===== config.mk =====
export PLATFORM = sky130hd
export DESIGN_NAME = iic_axil_master
export DESIGN_NICKNAME = d
export VERILOG_FILES = /design/src/rtl/iic_axil_pkg.sv /design/src/rtl/axil_valid_hold.sv /design/src/rtl/iic_axil_master.sv
export SDC_FILE = /design/constraint.sdc
export NUM_CORES = 1
export LEC_CHECK = 0
export ABC_AREA = 0
export CAP_MARGIN = 20
export CORE_MARGIN = 2
export CORE_UTILIZATION = 32
export DETAILED_ROUTE_END_ITERATION = 10
export HOLD_SLACK_MARGIN = 0.15
export PLACE_DENSITY_LB_ADDON = 0.15
export SLEW_MARGIN = 0
export SYNTH_ARGS = -nofsm -noshare
export SYNTH_HDL_FRONTEND = slang
export SYNTH_SLANG_ARGS = --single-unit

===== constraint.sdc =====
create_clock -name clk -period 1.4 [get_ports clk]
set_clock_uncertainty 0.05 [all_clocks]
set_input_delay 0.28 -clock clk [delete_from_list [all_inputs] [get_ports clk]]
set_output_delay 0.28 -clock clk [all_outputs]
set_load 0.01 [all_outputs]

===== src/rtl/iic_axil_pkg.sv =====
// iic_axil_pkg: FSM states, AXI response codes and IIC register offsets shared by iic_axil_master
package iic_axil_pkg;
  typedef enum logic [2:0] {IDLE, WR_REQ, WR_RESP, RD_REQ, RD_RESP, RSP} state_t;
  localparam logic [1:0] OKAY   = 2'b00;
  localparam logic [1:0] EXOKAY = 2'b01;
  localparam logic [1:0] SLVERR = 2'b10;
  localparam logic [1:0] DECERR = 2'b11;
  localparam logic [8:0] REG_GIE     = 9'h01C;
  localparam logic [8:0] REG_ISR     = 9'h020;
  localparam logic [8:0] REG_SOFTR   = 9'h040;
  localparam logic [8:0] REG_CR      = 9'h100;
  localparam logic [8:0] REG_SR      = 9'h104;
  localparam logic [8:0] REG_TX_FIFO = 9'h108;
  localparam logic [8:0] REG_RX_FIFO = 9'h10C;
  function automatic logic is_busy(input state_t s);
    return s inside {WR_REQ, WR_RESP, RD_REQ, RD_RESP};
  endfunction
endpackage


===== src/rtl/axil_valid_hold.sv =====
// axil_valid_hold: one AXI-Lite valid plus payload, raised on load and held until its ready
module axil_valid_hold #(
  parameter int W = 8
) (
  input  logic         clk,
  input  logic         aresetn,
  input  logic         load,
  input  logic [W-1:0] d,
  input  logic         ready,
  output logic         valid,
  output logic [W-1:0] q
);
  always_ff @(posedge clk or negedge aresetn)
    if (!aresetn) begin
      valid <= 1'b0;
      q     <= '0;
    end else if (load) begin
      valid <= 1'b1;
      q     <= d;
    end else if (ready) valid <= 1'b0;
endmodule


===== src/rtl/iic_axil_master.sv =====
// iic_axil_master: single-outstanding command/response to AXI4-Lite master; IIC_AXIL_TIMEOUT_EN adds a sticky watchdog
module iic_axil_master
  import iic_axil_pkg::*;
#(
  parameter int ADDR_W = 9,
  parameter int DATA_W = 32
`ifdef IIC_AXIL_TIMEOUT_EN
  , parameter int TIMEOUT_CYCLES = 1024
`endif
) (
  input  logic                clk,
  input  logic                aresetn,
  input  logic                cmd_valid,
  output logic                cmd_ready,
  input  logic                cmd_write,
  input  logic [ADDR_W-1:0]   cmd_addr,
  input  logic [DATA_W-1:0]   cmd_wdata,
  input  logic [DATA_W/8-1:0] cmd_wstrb,
  output logic                rsp_valid,
  input  logic                rsp_ready,
  output logic [DATA_W-1:0]   rsp_data,
  output logic [1:0]          rsp_resp,
  output logic                rsp_write,
  output logic [ADDR_W-1:0]   m_axi_awaddr,
  output logic                m_axi_awvalid,
  input  logic                m_axi_awready,
  output logic [DATA_W-1:0]   m_axi_wdata,
  output logic [DATA_W/8-1:0] m_axi_wstrb,
  output logic                m_axi_wvalid,
  input  logic                m_axi_wready,
  input  logic [1:0]          m_axi_bresp,
  input  logic                m_axi_bvalid,
  output logic                m_axi_bready,
  output logic [ADDR_W-1:0]   m_axi_araddr,
  output logic                m_axi_arvalid,
  input  logic                m_axi_arready,
  input  logic [DATA_W-1:0]   m_axi_rdata,
  input  logic [1:0]          m_axi_rresp,
  input  logic                m_axi_rvalid,
  output logic                m_axi_rready
`ifdef IIC_AXIL_TIMEOUT_EN
  , output logic              timeout_err
`endif
);
  state_t state, state_n;
  logic cmd_fire, aw_done, w_done, late;
  assign cmd_fire     = cmd_valid & cmd_ready;
  assign aw_done      = !m_axi_awvalid || m_axi_awready;
  assign w_done       = !m_axi_wvalid || m_axi_wready;
  assign m_axi_bready = state == WR_RESP;
  assign m_axi_rready = state == RD_RESP;
  assign rsp_valid    = state == RSP;
  axil_valid_hold #(.W(ADDR_W)) u_aw (
    .clk, .aresetn, .load(cmd_fire & cmd_write), .d(cmd_addr), .ready(m_axi_awready),
    .valid(m_axi_awvalid), .q(m_axi_awaddr)
  );
  axil_valid_hold #(.W(DATA_W + DATA_W/8)) u_w (
    .clk, .aresetn, .load(cmd_fire & cmd_write), .d({cmd_wstrb, cmd_wdata}), .ready(m_axi_wready),
    .valid(m_axi_wvalid), .q({m_axi_wstrb, m_axi_wdata})
  );
  axil_valid_hold #(.W(ADDR_W)) u_ar (
    .clk, .aresetn, .load(cmd_fire & ~cmd_write), .d(cmd_addr), .ready(m_axi_arready),
    .valid(m_axi_arvalid), .q(m_axi_araddr)
  );
  always_comb begin
    state_n = state;
    case (state)
      IDLE:    if (cmd_fire) state_n = cmd_write ? WR_REQ : RD_REQ;
      WR_REQ:  if (aw_done && w_done) state_n = WR_RESP;
      WR_RESP: if (m_axi_bvalid) state_n = RSP;
      RD_REQ:  if (m_axi_arready) state_n = RD_RESP;
      RD_RESP: if (m_axi_rvalid) state_n = RSP;
      RSP:     if (rsp_ready) state_n = IDLE;
      default: state_n = IDLE;
    endcase
  end
  // cmd_ready is registered so it stays low in reset and re-opens only after the response handshake
  always_ff @(posedge clk or negedge aresetn)
    if (!aresetn) begin
      state     <= IDLE;
      cmd_ready <= 1'b0;
    end else begin
      state     <= state_n;
      cmd_ready <= state_n == IDLE;
    end
  always_ff @(posedge clk or negedge aresetn)
    if (!aresetn) begin
      rsp_data  <= '0;
      rsp_resp  <= OKAY;
      rsp_write <= 1'b0;
    end else if (m_axi_bready && m_axi_bvalid) begin
      rsp_data  <= '0;
      rsp_resp  <= late ? SLVERR : m_axi_bresp;
      rsp_write <= 1'b1;
    end else if (m_axi_rready && m_axi_rvalid) begin
      rsp_data  <= m_axi_rdata;
      rsp_resp  <= late ? SLVERR : m_axi_rresp;
      rsp_write <= 1'b0;
    end
`ifdef IIC_AXIL_TIMEOUT_EN
  localparam int CW = $clog2(TIMEOUT_CYCLES + 1);
  localparam logic [CW-1:0] LIMIT = CW'(TIMEOUT_CYCLES);
  logic [CW-1:0] cnt;
  logic err_q, hit;
  // hit marks the TIMEOUT_CYCLES-th busy cycle after acceptance; the flag shows it that same cycle
  assign hit         = is_busy(state) && cnt == LIMIT - 1'b1;
  assign late        = cnt >= LIMIT - 1'b1;
  assign timeout_err = err_q | hit;
  always_ff @(posedge clk or negedge aresetn)
    if (!aresetn) begin
      cnt   <= '0;
      err_q <= 1'b0;
    end else begin
      cnt   <= cmd_fire ? '0 : (is_busy(state) && cnt != LIMIT) ? cnt + 1'b1 : cnt;
      err_q <= err_q | hit;
    end
`else
  assign late = 1'b0;
`endif
endmodule

==> results of run 1 <==
==> layout make-up <==
cell class | count | area, sq um | area share, %
multi-input combinational | 123 | 1370 | 20.4
clock inverter | 5 | 103 | 1.52
clock buffer | 11 | 253 | 3.75
timing repair buffer | 231 | 2410 | 35.8
tap | 143 | 179 | 2.66
sequential | 96 | 2400 | 35.7
inverter | 4 | 15.0 | 0.223
==> critical path, cell delays in order, from the launching register on <==
cell	delay, ps
dfrtp_1	420
buf_6	150
nor4bb_4	300
buf_4	190
nor2_8	70
clkbuf_16	170
a22o_1	180
==> synthesized netlist by cell type <==
library cell and number:
dfrtp_1 96, mux2_2 54, a22o_1 32, nand2_1 10, buf_2 6, buf_6 5
inv_1 4, nand2b_1 4, buf_4 3, a22oi_1 2, nand3_1 2, nand3b_1 2
nor2_1 2, o21ai_1 2, a211o_1 1, a31oi_1 1, and2_1 1, and4b_4 1
and4bb_2 1, mux2i_1 1, nor2_8 1, nor2b_1 1, nor4_2 1, nor4bb_4 1
o21ai_0 1, o21bai_1 1, or2_1 1
==> worst max-delay path by stage <==
stage                        startpoint                        to  slack, ps  cells past startpoint
floorplan           cmd_ready$_DFF_PN0_     u_aw.q[0]$_DFFE_PN0P_        -50                      4
global placement           m_axi_wready       cmd_ready$_DFF_PN0_       -330                      5
detailed placement         m_axi_wready       cmd_ready$_DFF_PN0_       -370                      5
CTS                  state[1]$_DFF_PN0_  rsp_data[28]$_DFFE_PN0P_       -210                      6
global route         state[1]$_DFF_PN0_  rsp_data[29]$_DFFE_PN0P_       -280                      6
finish               state[1]$_DFF_PN0_   rsp_data[8]$_DFFE_PN0P_       -240                      6
==> placed cells by master, fill, tap and decap left out, types with 8 or more instances in the layout <==
master            n
dlygate4sd2_1    82
mux2_4           46
clkdlybuf4s50_1  89
a22o_1           32
mux2_2            8
clkbuf_16        17
buf_12            9
buf_4            23
dfrtp_1          95
clkdlybuf4s15_1  10
nand2_1           8
==> power by group through the flow <==
stage                     clock (mW)  combinational, mW  sequential [mW]
after floorplan                    0               1.82             5.32
after global placement             0               5.76             4.73
after detailed placement           0               5.80             4.78
after CTS                       2.98               5.31             4.70
after global routing            3.07               6.52             4.91
final                           2.87               6.12             4.74
==> through the flow <==
| step | utilization (%) | cells | area (sq um) |
|---|---|---|---|
| 2_1_floorplan | - | 237 | 3670 |
| 3_3_place_gp | 51.6 | 574 | 5840 |
| 3_5_place_dp | 51.6 | 574 | 5840 |
| 4_1_cts | 55.3 | 599 | 6260 |
| 5_1_grt | 59.5 | 613 | 6730 |
| 6_report | 59.5 | 613 | 6730 |
==> layer usage <==
metal | track usage [%] | up-vias
li1 | - | 1318
met3 | 6.94 | 14
met4 | 7.00 | 0
met5 | 0 | -
met1 | 19.7 | 1445
met2 | 26.9 | 110
==> kinds of logic after synthesis <==
family                 Yosys count  share of synthesized area, %
DFF                             96                          65.4
muxes                           55                          16.8
AOI/OAI and AO/OA               40                          9.06
and+or+nand+nor                 28                          5.38
buffers and inverters           18                          3.37
==> registers in the layout, indices dropped and copies added (netlist names) <==
| register | flops |
|---|---|
| cmd_ready | 1 |
| rsp_data | 32 |
| rsp_resp | 2 |
| rsp_write | 1 |
| state | 3 |
| u_ar.q | 9 |
| u_ar.valid | 1 |
| u_aw.q | 9 |
| u_aw.valid | 1 |
| u_w.q | 36 |
| u_w.valid | 1 |
==> what timing repair did <==
| action | CTS | global route |
|---|---|---|
| gates cloned | 4 | 8 |
| pin swaps | 8 | 5 |
| hold buffers | 1 | 0 |
| setup endpoints to repair | 133 | 104 |
| endpoints found under the hold margin | 96 | 0 |
| setup buffers | 5 | 7 |
| resized for setup | 118 | 70 |
==> results.toml, run 1 <==
[status]
outcome = "finished with violations"
violations = "negative setup slack"

[route]
routedWlPerCell_microns = 17.5
wl_met1_microns = 4400
drtIter0Drc = 152
first_pass_iters = 4
drtAntennaViolNets = 0
wl_met3_microns = 740
routed_wl_microns = 10700
vias = 2887
top_layer_used = "met4"
viasPerCell = 4.71
drc = 0
wl_met2_microns = 5350

[sta]
relSlewSlack_pct = 63.6
slew_viol_final = 0
fin_crit_ps = 1640
worstMarginPinSlew_ps = 545
whs_ps = 437
setup_viol = 73
fmax_ghz = 0.611
tns_ps = -8780
grt_setup_unrepaired = "true"
fin_ws_ps = -236
finalCritPeriodShare_pct = 117
hold_viol = 0

[cts]
cts_htree_levels = 3
clk_pin_slew_ps = 70
cts-root-buf = "clkbuf_16"
cts_made_buffers = 9
clock_path_buffers = 2
cts_sinks = 96
cts_tree = "built"
clk_latency_ps = 350

[setup_path]
timing.rr.start = "state[1]$_DFF_PN0_"
crit_fanout = 8
start_kind = "register"
worst-setup-path-type = "register to register"
worst_r2r_path_depth = 6
ff2ff_setup_slack_ps = -240
endpoint_kind = "register"
reg2reg_to = "rsp_data[8]$_DFFE_PN0P_"
cp.required_ps = 1580
critical_path_arrival_ps = 1820

[power_and_ir_drop]
finalPower_mw = 13.7
power_density_nw_per_um2 = 2040
p_seq_share_pct = 34.5
ir_drop_uv = 1420
clock_power_share_pct = 20.9
leakage_nw = 3.37
internal_power_mw = 9.64
pwr-share-comb_pct = 44.6
sw_frac_of_total_pct = 29.8
p_switching_mw = 4.09

[yosys]
synthTopCellsByArea = "dfrtp_1 (65%), mux2_2 (17%), a22o_1 (7.6%)"
synth_nets = 328
synth_seq_cells = 96
synth_top_area_cell = "dfrtp_1"
synth_cells = 237
yosysWarnings = 0
syn_area_per_cell_sq_um = 15.5
synth_area_sq_um = 3670
ys_types = 27
seq_area_frac_synth_pct = 65.4
synth_top_area_share_pct = 65.4

[grt]
antenna_found_initial = 0
grt_overflow = 0
grt_pass1_wl_microns = 15900
grt_pass1_vias = 3063
grt_max_degree = 97
grt_usage_pct = 16.7

[final_layout]
fill_cells = 952
nNetsFinal = 556
areaGrowthSynthToFinish_pct = 83.2
antennaDiodeCount = 0
final_layout_size_suffix_gt1_share_pct = 28.1

[floorplan]
rows = 39
io_pins = 187
fp.dieArea_sq_um = 12400
initial_utilization_pct = 32.5
die_w_microns = 111
coreArea_sq_um = 11300
chipHeight_microns = 111

[placement]
place_ws_ps = -367
port_buffers = 186
hpwl_microns = 6510
place_congestion = 0.755

[job]
cap_violations = 0

[hold_path]
hp-class = "input pin to async pin"
Power figures use the tool's default switching activity.
==> inputs of run 2 (changes only) <==
CTS_CLUSTER_SIZE = 8   (was unset)
==> results of run 2 <==
Final layout, timing and power as in run 1 (identical DEF).
